--- src/rtl/noc_flit_vc_fifo.sv ---
// Multi-VC flit FIFO with a packet-locking round-robin output arbiter.
// Optional macro NOC_FLIT_VC_FIFO_OCCUPANCY_EN adds the per-channel o_count port.
module noc_flit_vc_fifo #(
    parameter int WIDTH    = 64,
    parameter int DEPTH    = 8,
    parameter int CHANNELS = 4,
    localparam int VCW     = (CHANNELS > 1) ? $clog2(CHANNELS) : 1,
    localparam int PW      = $clog2(DEPTH),
    localparam int CW      = $clog2(DEPTH + 1)
) (
    input  logic                      clk,
    input  logic                      rst_n,
    input  logic                      i_clear,
    input  logic [CHANNELS-1:0]       i_valid,
    output logic [CHANNELS-1:0]       o_ready,
    input  logic [CHANNELS*WIDTH-1:0] i_data,
    input  logic [CHANNELS-1:0]       i_last,
    output logic                      o_valid,
    input  logic                      i_ready,
    output logic [WIDTH-1:0]          o_data,
    output logic                      o_last,
    output logic [VCW-1:0]            o_vc,
    output logic [CHANNELS-1:0]       o_empty,
    output logic [CHANNELS-1:0]       o_full
`ifdef NOC_FLIT_VC_FIFO_OCCUPANCY_EN
    ,
    output logic [CHANNELS*CW-1:0]    o_count
`endif
);

    typedef enum logic {ARB_IDLE, ARB_LOCKED} arb_state_e;

    arb_state_e                    state_q, state_d;
    logic [VCW-1:0]                rr_q, rr_d;
    logic [VCW-1:0]                sel_vc_q, sel_vc_d;
    logic                          hold_q, hold_d;
    logic [VCW-1:0]                rr_pick, cand, cur_vc;
    logic                          found;
    logic                          pop_any;
    logic [CHANNELS-1:0]           push, pop;
    logic [CHANNELS-1:0][PW-1:0]   wr_ptr_q, wr_ptr_d, rd_ptr_q, rd_ptr_d;
    logic [CHANNELS-1:0][CW-1:0]   count_q, count_d;
    logic [CHANNELS-1:0][WIDTH:0]  head_flit;
    logic [WIDTH:0]                head;

    for (genvar gi = 0; gi < CHANNELS; gi++) begin : g_chan
        logic [WIDTH:0] mem [DEPTH];

        assign o_empty[gi] = (count_q[gi] == '0);
        assign o_full[gi]  = (count_q[gi] == CW'(DEPTH));
        assign o_ready[gi] = !o_full[gi];
        assign push[gi]    = i_valid[gi] && o_ready[gi];
        assign pop[gi]     = pop_any && (cur_vc == VCW'(gi));

        always_ff @(posedge clk) begin
            if (push[gi] && !i_clear) begin
                mem[wr_ptr_q[gi]] <= {i_last[gi], i_data[gi*WIDTH +: WIDTH]};
            end
        end
        assign head_flit[gi] = mem[rd_ptr_q[gi]];

`ifdef NOC_FLIT_VC_FIFO_OCCUPANCY_EN
        assign o_count[gi*CW +: CW] = count_q[gi];
`endif
    end

    // Full/empty come from the count; pointers wrap naturally at a power-of-two DEPTH.
    always_comb begin
        wr_ptr_d = wr_ptr_q;
        rd_ptr_d = rd_ptr_q;
        count_d  = count_q;
        if (i_clear) begin
            wr_ptr_d = '0;
            rd_ptr_d = '0;
            count_d  = '0;
        end else begin
            for (int c = 0; c < CHANNELS; c++) begin
                if (push[c]) wr_ptr_d[c] = wr_ptr_q[c] + PW'(1);
                if (pop[c])  rd_ptr_d[c] = rd_ptr_q[c] + PW'(1);
                count_d[c] = count_q[c] + CW'(push[c]) - CW'(pop[c]);
            end
        end
    end

    always_comb begin
        rr_pick = '0;
        cand    = '0;
        found   = 1'b0;
        for (int i = 1; i <= CHANNELS; i++) begin
            cand = VCW'((int'(rr_q) + i) % CHANNELS);
            if (!found && !o_empty[cand]) begin
                found   = 1'b1;
                rr_pick = cand;
            end
        end
    end

    // A presented-but-stalled flit freezes the selection so later pushes cannot steal it.
    assign cur_vc  = (state_q == ARB_LOCKED || hold_q) ? sel_vc_q : rr_pick;
    assign head    = head_flit[cur_vc];
    assign o_valid = !o_empty[cur_vc];
    assign pop_any = o_valid && i_ready;
    assign o_vc    = cur_vc;
    assign o_data  = o_valid ? head[WIDTH-1:0] : '0;
    assign o_last  = o_valid && head[WIDTH];

    always_comb begin
        state_d  = state_q;
        rr_d     = rr_q;
        sel_vc_d = sel_vc_q;
        hold_d   = 1'b0;
        if (i_clear) begin
            state_d  = ARB_IDLE;
            rr_d     = VCW'(CHANNELS - 1);
            sel_vc_d = '0;
        end else if (pop_any) begin
            rr_d     = cur_vc;
            sel_vc_d = cur_vc;
            state_d  = head[WIDTH] ? ARB_IDLE : ARB_LOCKED;
        end else if (o_valid) begin
            hold_d   = 1'b1;
            sel_vc_d = cur_vc;
        end
    end

    always_ff @(posedge clk or negedge rst_n) begin
        if (!rst_n) begin
            state_q  <= ARB_IDLE;
            rr_q     <= VCW'(CHANNELS - 1);
            sel_vc_q <= '0;
            hold_q   <= 1'b0;
            wr_ptr_q <= '0;
            rd_ptr_q <= '0;
            count_q  <= '0;
        end else begin
            state_q  <= state_d;
            rr_q     <= rr_d;
            sel_vc_q <= sel_vc_d;
            hold_q   <= hold_d;
            wr_ptr_q <= wr_ptr_d;
            rd_ptr_q <= rd_ptr_d;
            count_q  <= count_d;
        end
    end

endmodule

--- config.mk ---
export PLATFORM = sky130hd
export DESIGN_NAME = noc_flit_vc_fifo
export DESIGN_NICKNAME = d
export VERILOG_FILES = /design/src/rtl/noc_flit_vc_fifo.sv
export SDC_FILE = /design/constraint.sdc
export NUM_CORES = 2
export LEC_CHECK = 0
export CAP_MARGIN = 40
export CORE_UTILIZATION = 50
export DETAILED_ROUTE_END_ITERATION = 12
export PLACE_DENSITY = 0.78
export SETUP_SLACK_MARGIN = 0.15
export SYNTH_ARGS = -nofsm -noshare
export SYNTH_HDL_FRONTEND = slang
export SYNTH_SLANG_ARGS = --single-unit
export TNS_END_PERCENT = 5
--- constraint.sdc ---
create_clock -name clk -period 9.38 [get_ports clk]
set_clock_uncertainty 0.2 [all_clocks]
set_input_delay 1.876 -clock clk [delete_from_list [all_inputs] [get_ports clk]]
set_output_delay 1.876 -clock clk [all_outputs]
set_load 0.02 [all_outputs]
==> Yosys cells after proc, flatten, opt, wreduce, memory -nomap -nowiden <==
Memories as Yosys holds them, arrays and structs flattened.
Index checks and enable logic that the tools add are counted.
Widths: inputs -> output; s select.
{ "op_classes": {"add_sub_neg": 20, "multipliers": 0, "div": 0, "n_lt_le_gt_ge": 5, "eq_ne": 8, "n_shift": 0, "mux": 51, "bitwise": 0, "n_reduce_logical": 43} }
{ "op_table": {"columns": ["op", "n"], "rows": [
  ["$bmux 65 s2", 1],
  ["$mux 65", 1],
  ["$mux 64", 1],
  ["$add 3x1->3 const B", 8],
  ["$mux 12", 2],
  ["$mux 3", 8],
  ["$mux 1", 22],
  ["$mux 2", 10],
  ["$reduce_bool 2->1", 9],
  ["$logic_and 1x1->1", 17],
  ["$add 4x1->4", 4],
  ["$eq 4x4->1 const B", 4],
  ["$logic_not 4->1", 4],
  ["$mux 16", 1],
  ["$sub 4x1->4", 4],
  ["$lt 2x3->1 const B", 5],
  ["$logic_not 1->1", 11],
  ["$bmux 1 s2", 5],
  ["$add 2x1->2 const B", 2],
  ["$add 2x2->2 const B", 2],
  ["$eq 2x2->1 const B", 2],
  ["$ne 3x3->1 const B", 1],
  ["$eq 2x1->1 const B", 1],
  ["$logic_not 2->1", 1],
  ["$logic_or 1x1->1", 1]
]} }
{ "word_totals": {"register_bits": 46, "latchBits": 0, "ramBits": 2080, "mem_bits_ro": 0, "in_bits": 268, "output_inout_bits": 80, "mem_count": 4} }
{ "mem_list": {"columns": ["name", "depth", "width", "read_ports", "rd_ports_with_merged_regs", "write_ports", "line_no", "rtl"], "rows": [
  ["g_chan[0].mem", 8, 65, 1, 0, 1, "47", "logic [WIDTH:0] mem [DEPTH];"],
  ["g_chan[1].mem", 8, 65, 1, 0, 1, "47", null],
  ["g_chan[2].mem", 8, 65, 1, 0, 1, "47", null],
  ["g_chan[3].mem", 8, 65, 1, 0, 1, "47", null]
]} }

==> Longest topological paths before layout <==
{ "logic_depth": {"ltp_word": 20, "ltp_mapped": 18} }

==> Worst setup path after synthesis <==
No wires, ideal clock.
{ "synth_timing": {"path_kind": "input -> register", "from": "in i_clear", "to": "mem g_chan[3].mem[0][0] (netlist bit), enable pin", "setup_ps": 568, "arrival_time_ps": 6886, "t_required_ps": 8612, "setup_slack_ps": 1726, "cell_stages": 3, "path_buffers": 1, "path_cell_list": "clkbuf_1 or3_1 nor3_1"} }
{ "synth_between": {"elab_chain_cells": 4} }
{ "synth_rtl": {"columns": ["element", "line_no", "rtl"], "rows": [
  ["start, declared", "13", "input logic i_clear,"],
  ["$logic_not 1->1", "56", "if (push[gi] && !i_clear) begin"],
  ["$logic_and 1x1->1", "56", null],
  ["$mux 1", "56", null],
  ["$mux 1 (not written as such)", "57", "mem[wr_ptr_q[gi]] <= {i_last[gi], i_data[gi*WIDTH +: WIDTH]};"],
  ["end, declared", "47", null]
]} }
Every way passes these cells.

==> Worst setup path in the final report <==
{ "layout_timing": {"from": "reg count_q[6] (netlist bit)", "to": "out o_last"} }
{ "layout_between": {"elab_chain_cells": 17, "elab_cells_between_ends": 31, "cone_classes": "mux (20); reduce/logical (11)"} }
{ "layout_rtl": {"columns": ["element", "line_no", "rtl"], "rows": [
  ["start, declared", "42", "logic [CHANNELS-1:0][CW-1:0] count_q, count_d;"],
  ["start signal, assigned", "142", "count_q <= count_d;"],
  ["$logic_not 4->1 (*)", "49", "assign o_empty[gi] = (count_q[gi] == '0);"],
  ["$bmux 1 s2", "91", "if (!found && !o_empty[cand]) begin"],
  ["$mux 1 (not written as such)", "91", null],
  ["$logic_not 1->1", "91", null],
  ["$logic_and 1x1->1", "91", null],
  ["$mux 1", "91", null],
  ["$logic_not 1->1", "91", null],
  ["$logic_and 1x1->1", "91", null],
  ["$mux 1", "91", null],
  ["$logic_not 1->1", "91", null],
  ["$logic_and 1x1->1", "91", null],
  ["$mux 2", "91", null],
  ["$mux 2", "99", "assign cur_vc = (state_q == ARB_LOCKED || hold_q) ? sel_vc_q : rr_pick;"],
  ["$bmux 1 s2", "101", "assign o_valid = !o_empty[cur_vc];"],
  ["$mux 1 (not written as such)", "101", null],
  ["$logic_not 1->1", "101", null],
  ["$logic_and 1x1->1 (*)", "105", "assign o_last = o_valid && head[WIDTH];"],
  ["end, declared", "21", "output logic o_last,"]
]} }
Every way passes the cells marked *; elsewhere a longest branch is shown, timed or not. The select of a mux whose other input is x is not followed.

==> impl_metrics.toml <==
[clock_network]
tritoncts = "built"
cts-root-buf = "clkbuf_16"
clk_latency_ns = 0.85
clkTransAtPathRegs_ns = 0.06
cts.sinks = 2126
cts-hold-fix-buffers = 0
clock_path_buffers = 3
cts_setup_buffers = 0
numCtsBuffers = 201
cts_max_level = 4
postCtsResizedCells = 0

[route]
vias = 42110
wl_mm = 230.0
final_antenna_net_count = 0
drt-pass1-iter-count = 11
viasPerCell = 6.244
drcViolationCount = 2
avgRoutedWirePerCell_um = 34.10
initialDrtViolationCount = 6738

[synthesis]
syn_area_per_cell_um2 = 21.61
synth_nets = 4139
synthesis.area_mm2 = 0.08288
yosysUniqueCellTypes = 57
async_reset_ff_share_pct = 2.164
synth.top_cell.area_share_pct = 75.36
ys_warn_count = 0
ys_seq_elements = 2126
synth-edff-count = 2080
yosys.area.top_type = "edfxtp_1"
ys_seq_area_share_pct = 76.75
synthCells = 3835
synth_flop_cell = "edfxtp_1"
synthTopCellsByArea = "edfxtp_1, mux4_2, mux2i_1, dfrtp_1, nand2_1"

[critical_path]
crit_chain = "inv_1, ha_1, or3b_1, inv_1, o31ai_1, a31oi_1, and2_2, buf_4, clkinv_4, a21boi_4, buf_4, a21oi_1, clkdlybuf4s50_1"
slowest_delay_ns = 0.84
worstSetupPathType = "reg -> out"
crit_required_ns = 7.30
cp-end-kind = "primary output"
cpMaxStageDelayCell = "clkinv_4"
rr_startpoint = "count_q[6]"
crit_start = "count_q[6]"
arrival_ns = 5.95
startpoint_type = "flop"
critPathMaxFanout = 76
crit_family = "buffers and inverters"
critPathBufInv = 6

[power]
p_switching_mw = 9.596
internal-power_mw = 18.85
peakVddDrop_uv = 625.0
pwr-share-comb_pct = 33.0
clkPwrFrac_pct = 28.3
p_sw_share_pct = 33.74
seqPwrFrac_pct = 38.7
p_leak_nw = 29.82
pwr_density_cell_mw_per_mm2 = 293.2

[outcome]
violations = "design-rule violations"
outcome = "finished, violations left"

[sta]
rsz0062_at_grt = "no"
setup_viol = 0
finalCriticalPeriod_ns = 8.030
worstMarginPinSlew_ns = 0.9538
hold_violations = 0
max_freq_mhz = 124.5
relSlewSlack_pct = 34.59
slew_violations = 0
fin_setup_tns_ns = 0
finalCritPeriodShare_pct = 85.61
fin_hold_ws_ns = 0.3481

[global_route]
overflow = 0
grtUsageTotal_pct = 27.50
grt_pass1_wl_mm = 318.5
grt_max_degree = 77
grt_pass1_vias = 41260
antenna_found_initial = 88

[min_path]
hp-class = "reg -> reg"
hold_path_startpoint = "sel_vc_q[0]"

[floorplanning]
die_area_mm2 = 0.1674
rows = 149
initial_utilization_pct = 50.29
fp.coreArea_mm2 = 0.1648
die_x_um = 409.1
ios = 348
die_height_um = 409.1

[flow_run]
maxCapViolations = 0

[placed_design]
io_buffers = 347
dp_hpwl_mm = 152.0
postPlaceCellArea_mm2 = 0.09036
gp_congestion = 0.9797

[finish]
final_nets = 4666
regArea_mm2 = 0.06366
syn2layout_area_growth_pct = 17.04
drive_above_1_share_pct = 25.01
nFillCells = 11250
fin_area_mm2 = 0.09700
multi_input_area_mm2 = 0.01839
-- Yosys cell counts (2+ instances only) --
library cell,number
edfxtp_1,2080
mux4_2,520
nand2_1,253
mux2i_1,231
clkbuf_1,112
nand3_1,103
buf_2,65
nor2_1,61
a21oi_1,48
dfrtp_1,44
inv_1,37
o211ai_1,33
ha_1,32
mux2_2,32
a21oi_2,29
buf_1,24
xnor2_1,14
nor3_1,12
nand2b_1,10
xor2_1,9
nor2b_1,8
buf_6,7
or3_1,6
or3b_1,6
a21o_1,5
buf_4,4
fa_1,4
inv_2,4
o21ai_0,4
nor3_2,3
o31ai_1,3
a22oi_1,2
dfstp_2,2
nand4_1,2
nor4b_1,2
o21ai_1,2
o21bai_1,2
-- routing by layer --
metal | track usage [%] | vias to the layer above | part of all wire, %
li1 | - | 16900 | -
met1 | 36.21 | 21920 | 36
met2 | 40.95 | 2706 | 46
met3 | 11.04 | 511 | 14
met4 | 11.07 | 64 | 4.1
met5 | 0 | - | 0.18
-- cell usage in the layout, fill, tap and decap left out, types with 5 or more instances in the layout --
master and count:
edfxtp_1 2080, mux4_2 520, clkdlybuf4s50_1 345, nand2_1 253
mux2i_1 229, clkbuf_16 205, buf_4 144, nand3_1 103
a21oi_1 48, clkinv_1 42, clkinv_2 40, inv_1 37
nor2_1 37, clkbuf_1 36, o211ai_1 33, mux2_2 32
ha_1 32, dfrtp_1 32, a21oi_2 29, nor2_4 25
diode_2 24, bufinv_16 20, buf_16 15, buf_12 15
xnor2_1 14, clkinvlp_4 14, buf_6 13, dfrtp_4 12
nor3_2 11, nand2b_1 10, xor2_1 9, nor2b_1 8
inv_6 7, or3b_1 6, or3_1 6, a21o_1 5
-- final timing paths --
| check | cells past startpoint | slack (ns) | end |
|---|---|---|---|
| max in group asynchronous | 2 | 7.45 | rd_ptr_q[3] |
| setup / recovery | 13 | 1.35 | o_last |
| min in group asynchronous | 2 | 0.95 | wr_ptr_q[9] |
| hold / removal | 2 | 0.35 | sel_vc_q[0] |
| setup reg to reg | 17 | 3.83 | count_q[3] |
| hold reg to reg | 2 | 0.35 | sel_vc_q[0] |
-- final cells by class --
cell class / instances / area share (%)
multi-input cells: 1454 / 18.96
clock inverters: 130 / 1.325
repair buffers: 536 / 5.586
well taps: 2189 / 2.824
flip-flops and latches: 2126 / 65.63
diodes: 24 / 0.06191
clock buffers: 242 / 5.442
inverters: 43 / 0.1767
-- logic make-up after synthesis --
| family | count (synthesis) | synth area share (%) |
|---|---|---|
| and+or+nand+nor | 474 | 2.541 |
| DFF | 2126 | 76.75 |
| xor gates and xnor gates | 23 | 0.2431 |
| buffers and inverters | 255 | 1.341 |
| muxes | 783 | 17.36 |
| adders and majority gates | 36 | 0.5797 |
| AOI/OAI and AO/OA | 138 | 1.187 |
-- power by group through the flow --
| stage | clock network (mW) | logic (mW) | registers, mW |
|---|---|---|---|
| 6_report | 8.05 | 9.38 | 11.0 |
| 3_5_place_dp | 0 | 9.11 | 11.2 |
| 3_3_place_gp | 0 | 8.78 | 11.2 |
| 4_1_cts | 8.11 | 9.18 | 11.0 |
| 2_1_floorplan | 0 | 5.16 | 11.1 |
| 5_1_grt | 8.46 | 9.66 | 11.0 |
-- stage by stage --
step | power [mW] | setup WS [ns] | std cells | utilization (%)
after floorplan | 16.25 | 1.726 | 3835 | -
after global routing | 29.17 | 1.309 | 6733 | 58.84
after CTS | 28.32 | 1.532 | 6718 | 58.81
after detailed placement | 20.32 | 2.447 | 6346 | 54.83
after global placement | 20.02 | 2.456 | 6252 | 54.11
final | 28.44 | 1.350 | 6744 | 58.86
-- tightest hold or removal path, delay by kind of cell, from the launching register on --
family          cells  cell delay, ns
simple gates        1            0.09
compound gates      1            0.08
flops               1            0.35
-- registers in the layout (all words and copies together), names as in the netlist --
signal	count
g_chan.mem	2080
count_q	16
rd_ptr_q	12
wr_ptr_q	12
rr_q	2
sel_vc_q	2
hold_q	1
state_q	1
(Power assumes the default switching activity.)
